<file path="config.mk">
export PLATFORM = sky130hd
export DESIGN_NAME = display_scan_driver
export DESIGN_NICKNAME = d
export VERILOG_FILES = /design/src/rtl/display_scan_driver.sv
export SDC_FILE = /design/constraint.sdc
export NUM_CORES = 1
export LEC_CHECK = 0
export CAP_MARGIN = 5
export CORE_ASPECT_RATIO = 0.75
export CORE_MARGIN = 2
export CORE_UTILIZATION = 57
export CTS_BUF_LIST = sky130_fd_sc_hd__clkbuf_16
export CTS_CLUSTER_SIZE = 10
export DETAILED_ROUTE_END_ITERATION = 6
export GPL_TIMING_DRIVEN = 0
export PLACE_DENSITY = 0.81
export SYNTH_ARGS = -nofsm -noshare
export SYNTH_HDL_FRONTEND = slang
export SYNTH_SLANG_ARGS = --single-unit
</file>
<file path="constraint.sdc">
create_clock -name clk -period 4.2 [get_ports clk]
set_clock_uncertainty 0.05 [all_clocks]
set_input_delay 0.63 -clock clk [delete_from_list [all_inputs] [get_ports clk]]
set_output_delay 0.63 -clock clk [all_outputs]
set_load 0.02 [all_outputs]
</file>
<file path="src/rtl/display_scan_driver.sv">
// ---------------------------------------------------------------------------
// display_scan_driver
//
// Time-multiplexed driver for a 3-digit seven-segment display. A refresh
// prescaler paces the digit slots, a small scan state machine walks the
// digit select 0 -> 1 -> 2 -> 0, and the shown value is double-buffered so
// that a new value only takes effect on a frame boundary (no tearing).
//
// Parameters
//   REFRESH_DIV : clk cycles per digit slot (>= 2)
//
// Ports
//   clk        : system clock, rising-edge
//   reset      : asynchronous, active-high reset
//   value      : three hex digits, [3:0] = digit 0 (rightmost)
//   dp_in      : decimal-point enables, bit i for digit i, 1 = lit
//   load       : one-cycle strobe capturing value/dp_in into the pending buffer
//   blank_lz   : 1 = leading-zero blanking enabled
//   sel        : digit select, 0..2 = digit, 3 = all anodes off
//   seg        : {g,f,e,d,c,b,a}, active-low
//   dp         : decimal point, active-low
//   frame_done : one-cycle pulse after each frame boundary
// ---------------------------------------------------------------------------
module display_scan_driver #(
    parameter int REFRESH_DIV = 100000
) (
    input  logic        clk,
    input  logic        reset,
    input  logic [11:0] value,
    input  logic [2:0]  dp_in,
    input  logic        load,
    input  logic        blank_lz,
    output logic [1:0]  sel,
    output logic [6:0]  seg,
    output logic        dp,
    output logic        frame_done
);

    localparam int PW = $clog2(REFRESH_DIV);

    typedef enum logic [1:0] {
        DIGIT0     = 2'd0,
        DIGIT1     = 2'd1,
        DIGIT2     = 2'd2,
        RESET_DARK = 2'd3
    } scan_t;

    scan_t       state;
    scan_t       scan_next;
    logic [PW-1:0] pcnt;
    logic        tick;
    logic        boundary;

    logic [11:0] disp_val;
    logic [2:0]  disp_dp;
    logic [11:0] pending_val;
    logic [2:0]  pending_dp;
    logic        pend;

    logic [11:0] next_val;
    logic [2:0]  next_dp;
    logic [3:0]  nibble;
    logic        dp_lit;
    logic        blank;
    logic [6:0]  next_seg;

    // Active-low hex glyphs, bit order {g,f,e,d,c,b,a}.
    function automatic logic [6:0] hex7(input logic [3:0] n);
        logic [6:0] s;
        unique case (n)
            4'h0: s = 7'b1000000;
            4'h1: s = 7'b1111001;
            4'h2: s = 7'b0100100;
            4'h3: s = 7'b0110000;
            4'h4: s = 7'b0011001;
            4'h5: s = 7'b0010010;
            4'h6: s = 7'b0000010;
            4'h7: s = 7'b1111000;
            4'h8: s = 7'b0000000;
            4'h9: s = 7'b0010000;
            4'hA: s = 7'b0001000;
            4'hB: s = 7'b0000011;
            4'hC: s = 7'b1000110;
            4'hD: s = 7'b0100001;
            4'hE: s = 7'b0000110;
            default: s = 7'b0001110;
        endcase
        return s;
    endfunction

    assign tick     = (pcnt == PW'(REFRESH_DIV - 1));
    assign boundary = tick && ((state == DIGIT2) || (state == RESET_DARK));
    assign sel      = state;

    // Work out the slot the scan moves into and the display contents that
    // will be in force after this edge, so seg/dp can be registered together
    // with sel and always describe the digit being selected. A load landing
    // on a boundary edge bypasses the pending buffer.
    always_comb begin
        scan_next = DIGIT0;
        unique case (state)
            DIGIT0:  scan_next = DIGIT1;
            DIGIT1:  scan_next = DIGIT2;
            default: scan_next = DIGIT0;
        endcase

        next_val = disp_val;
        next_dp  = disp_dp;
        if (boundary) begin
            if (load) begin
                next_val = value;
                next_dp  = dp_in;
            end else if (pend) begin
                next_val = pending_val;
                next_dp  = pending_dp;
            end
        end

        nibble = next_val[3:0];
        dp_lit = next_dp[0];
        blank  = 1'b0;
        unique case (scan_next)
            DIGIT1: begin
                nibble = next_val[7:4];
                dp_lit = next_dp[1];
                blank  = blank_lz && (next_val[11:4] == 8'h00);
            end
            DIGIT2: begin
                nibble = next_val[11:8];
                dp_lit = next_dp[2];
                blank  = blank_lz && (next_val[11:8] == 4'h0);
            end
            default: begin
                nibble = next_val[3:0];
                dp_lit = next_dp[0];
                blank  = 1'b0;
            end
        endcase

        next_seg = blank ? 7'h7F : hex7(nibble);
    end

    // Prescaler, scan state, double buffer and registered display outputs.
    always_ff @(posedge clk or posedge reset) begin
        if (reset) begin
            pcnt        <= '0;
            state       <= RESET_DARK;
            seg         <= 7'h7F;
            dp          <= 1'b1;
            frame_done  <= 1'b0;
            disp_val    <= '0;
            disp_dp     <= '0;
            pending_val <= '0;
            pending_dp  <= '0;
            pend        <= 1'b0;
        end else begin
            pcnt       <= tick ? '0 : pcnt + PW'(1);
            frame_done <= boundary;

            if (load) begin
                pending_val <= value;
                pending_dp  <= dp_in;
            end

            if (boundary) begin
                disp_val <= next_val;
                disp_dp  <= next_dp;
                pend     <= 1'b0;
            end else if (load) begin
                pend <= 1'b1;
            end

            if (tick) begin
                state <= scan_next;
                seg   <= next_seg;
                dp    <= ~dp_lit;
            end
        end
    end

endmodule
</file>
-- Word level (Yosys, flattened, before mapping)
Memory sizes are Yosys's and may differ from the RTL's.
Cells that the tools add are included.
- output and inout bits: 11
- memory bits (read-only): 112
- word-level logic and storage cells: 41
- register bits: 59
- memories kept: 1
- input port bits: 19
- mux-type cells: 14
- eq/ne operators: 6
- bitwise gates (word level): 1
- reduce and logical (&&, ||, !) cells: 8
- add/subtract/negate cells: 1
- memories (memory ; words ; bits a word ; read ports ; clocked after Yosys merged registers in ; write ports ; line ; text):
    (name not given) ; 16 ; 7 ; 1 ; 0 ; 0 ; 70 ; unique case (n)
- operator list (operator ; count):
    12-bit two-way mux ; 3
    17-bit by 1-bit adder with 17-bit output (second input constant) ; 1
    17-bit equality test (second input constant) ; 1
    17-bit two-way mux ; 1
    3-bit two-way mux ; 3
    8-bit zero test ; 1
    4-bit case mux with 2 select lines ; 1
    7-bit two-way mux ; 1
    2-bit equality test (second input constant) ; 3
    2-bit by 1-bit equality test with 1-bit output (second input constant) ; 2
    4-bit zero test ; 1
    1-bit case mux with 2 select lines ; 2
    2-bit case mux with 2 select lines ; 1
    1-bit logical AND ; 3
    2-bit zero test ; 1
    1-bit two-way mux ; 2
    2-bit nonzero test ; 1
    1-bit logical OR ; 1
    1-bit NOT ; 1

-- Longest topological paths before layout
- depth in word-level cells: 8
- mapped depth: 12

-- Least setup slack after synthesis
OpenSTA, ideal clock, no wires.
- path type: register to register
- from: register pcnt[8]
- to: register seg[3]
- path slack: 0.802 ns
- stages on the path, launching flop included: 11
- setup time: 0.088 ns
- data arrival time: 3.260 ns
- path through: dfrtp_1 or4_4 nor4_4 nand2_1 a221o_1 o22ai_1 inv_1 ha_1 a21o_1 o2111a_1 or3_1
- word-level cells in the longest chain between the ends: 7
- elaborated cells on any way between the ends: 11
- ends and longest elaborated chain (element ; line ; text):
    from (decl) ; 50 ; logic [PW-1:0] pcnt;
    from (signal assigned) ; 157 ; pcnt <= tick ? '0 : pcnt + PW'(1);
    17-bit equality test (*) ; 91 ; assign tick = (pcnt == PW'(REFRESH_DIV - 1));
    branches (longest 6 deep; another with memory read 16 x 7 bit) ; -- ;
    to (signal assigned) ; 175 ; seg <= next_seg;
    to (decl) ; 34 ; output logic [6:0] seg,
Mark *: on every way between the ends.
A chain may end at the register's enable or synchronous reset.

-- Worst setup path in the final report
Ends and elaborated chain as after synthesis.

==> results.ini <==
[logic_synthesis]
synth_compound_area_share_pct=16.3
synthArstFlopShare_pct=100
yosys.area_share.simple_pct=21.5
synth_top_area_share_pct=39.6
netlist.top_cell.by_area=dfrtp_1
synth_area_leaders=dfrtp_1 40%, dfstp_2 8.5%, mux2_2 4.0%
syn_area_um2=3100
synth_nets=332
yosysSeqAreaShare_pct=48.0
synth-xor-area-share_pct=3.67
synth_top_family_by_area=simple AND/OR/NAND/NOR gates
synthDistinctLibCells=63
ys_top_cells_by_count=49 x dfrtp_1, 28 x nand2_1, 24 x nor2_1, 20 x nand3_1, 15 x o21ai_0
synthAdderAreaFrac_pct=2.83
synth_ff_type=dfrtp_1
yosysMostFrequentCell=dfrtp_1
synthCells=306
muxShareOfSynthArea_pct=4.64
yosysWarnings=0
synth_edf_count=0
syn_avg_cell_area_um2=10.1
synth-seq-cells=59

[route]
drt_iter0_markers=237
top_layer=met4
vias_per_cell=6.14
num_vias=2615
dr_wl_met3_um=500
wirelength_um=7370
wl_per_cell_um=17.3
antenna_left=0
route.met2.wl_um=3180
drtPass1Iterations=5
wl_met1_um=3530
route.detailed.drc=0

[power]
ir_drop_mv=0.277
p_per_area_nw_per_um2=367
power.static_leakage_nw=1.57

[outcome]
status=complete, no violations

[cells_and_area]
synthToLayoutAreaGrowth_pct=22.2
insertedDiodeCount=0
final-seq-area_um2=1490
final_layout_size_suffix_gt1_share_pct=14.8
multi_input_area_um2=1520
n_fill_cell=402
fin_nets=372

[setup_path]
rr_endpoint=seg[3]$_DFFE_PP1N_
timing.rr.start=pcnt[8]$_DFF_PP0_
crit_fanout=7
critPathMaxStageDelay_ns=0.58
rrSetupSlack_ns=0.33
slowest_stage=or4_4
path_cells=or4_4 -> nor4_4 -> nand2_1 -> a2111o_1 -> o221ai_1 -> inv_1 -> ha_1 -> nor3_1 -> a2111oi_0 -> or3_1
end_kind=flip-flop
crit_start=pcnt[8]$_DFF_PP0_
cp.arrival_ns=4.07
cp-endpoint=seg[3]$_DFFE_PP1N_
start_kind=flip-flop
worstRegToRegCells=10
path_class=reg2reg
critical_path_required_ns=4.40

[timing]
rsz0062_at_grt=false
period_minus_slack_ns=3.87
relSlewSlack_pct=46.2
maxSlewViolCount=0
hold_ws_ns=0.434
tightest_slew_ns=0.797
min_period_over_period_pct=92.2
fmax_mhz=258
hold_viol=0
final-setup-viol-count=0
tns_ns=0

[floorplan]
rows=23
coreArea_um2=5300
start_util_pct=58.5
die_area_um2=6050
boundaryPins=30
die_x_um=89.1
die_y_um=67.9

[place]
numPortBuffers=28
hpwl_um=5000
routabilityCongestion=0.863

[global_routing]
grt_pass1_vias=2464
grt.overflow.total=0
antenna_found_initial=0
grt_max_degree=45
grt_use_total_pct=26.6
grt_first_pass_wirelength_um=12000

[clock_network]
numClockSinks=59
cts_tree=yes
clock_latency_ns=0.33
clock_path_buffers=2
holdBufCountCts=0
post_cts_buffers=0
htree_levels=3
cts_root_buf=clkbuf_16
path_clk_slew_ns=0.06
cts_buffers=9

[job]
drv_cap=0

[hold_path]
min_path_type=reg2reg

-- critical path: cells and delay by family, from the launching register on --
family	cells	cell delay, ns
and+or+nand+nor	5	1.98
AOI/OAI and AO/OA	3	0.84
DFF	1	0.43
adders and majority gates	1	0.29
buffers and inverters	1	0.19
-- worst min path at each step --
stage               cells past startpoint                  startpoint  slack [ns]                    endpoint
finish                                  2  pending_val[0]$_DFFE_PP0P_        0.43  pending_val[0]$_DFFE_PP0P_
global route                            2  pending_val[0]$_DFFE_PP0P_        0.45  pending_val[0]$_DFFE_PP0P_
CTS                                     1           pcnt[0]$_DFF_PP0_        0.44           pcnt[0]$_DFF_PP0_
detailed placement                      2  pending_val[0]$_DFFE_PP0P_        0.42  pending_val[0]$_DFFE_PP0P_
global placement                        2      disp_dp[2]$_DFFE_PP0N_        0.41      disp_dp[2]$_DFFE_PP0N_
floorplan                               2  pending_val[0]$_DFFE_PP0P_        0.39  pending_val[0]$_DFFE_PP0P_
-- final cells by class --
cell class	instances	area share, %
Clock buffer	9	5.94
Buffer	13	1.45
Timing Repair Buffer	29	7.93
Sequential cell	59	39.3
Inverter	10	0.991
Multi-Input combinational cell	224	40.2
Tap cell	75	2.48
Clock inverter	7	1.68
-- repair_timing --
action	CTS	global route
endpoints found under the hold margin	0	0
endpoints found under the setup margin	0	1
resized for setup	0	1
-- sequential cells by signal (all words and copies together) (netlist names), named ones only --
register,count
disp_val,11
seg,7
dp,1
pend,1
pending_val,12
sel,2
pending_dp,3
disp_dp,3
pcnt,17
frame_done,1
-- metrics by stage --
step	power [mW]	setup slack [ns]	cells	area [um2]	utilization (%)
2_1_floorplan	0.652	0.802	306	3100	-
3_3_place_gp	0.682	0.227	409	3470	65.6
3_5_place_dp	0.688	0.220	410	3490	66.0
4_1_cts	1.40	0.141	426	3780	71.4
5_1_grt	1.44	0.0563	426	3790	71.6
6_report	1.39	0.330	426	3790	71.6
-- layout by cell type (no fill, tap or decap), types with 2 or more instances in the layout --
cell / instances
dfrtp_1: 49
nand2_1: 28
clkdlybuf4s50_1: 28
nor2_1: 24
nand3_1: 20
o21ai_0: 15
inv_1: 11
mux2_2: 11
dfstp_2: 10
clkbuf_16: 9
clkbuf_1: 8
a21oi_1: 7
xnor2_1: 7
ha_1: 7
nand4_1: 6
nor3_1: 6
and3_1: 6
or3_1: 6
xor2_1: 6
a22oi_1: 5
a31oi_1: 5
nor2b_1: 4
nor4_1: 4
a21o_1: 4
nand2b_1: 3
o31ai_1: 3
o211ai_1: 3
and2_1: 3
buf_1: 2
buf_2: 2
mux2i_1: 2
o211a_1: 2
a211oi_1: 2
o32ai_1: 2
o22ai_1: 2
a32oi_1: 2
clkinv_2: 2
-- report_power, final --
part | internal (mW) | switching, mW | total [mW]
registers | 0.589 | 0.00824 | 0.597
clock network | 0.453 | 0.260 | 0.712
logic | 0.0397 | 0.0428 | 0.0825
total | 1.08 | 0.311 | 1.39
-- routing by layer --
layer,track usage (%),up-vias
met5,0,-
met4,11.2,0
met3,7.72,14
met2,39.2,104
met1,36.9,1285
li1,-,1212
-- cell families after synthesis --
logic type,after synthesis
AOI/OAI and AO/OA,67
xor gates and xnor gates,13
adders and majority gates,7
buffers and inverters,23
DFF,59
muxes,13
and+or+nand+nor,124
Power figures use the tool's default switching activity.
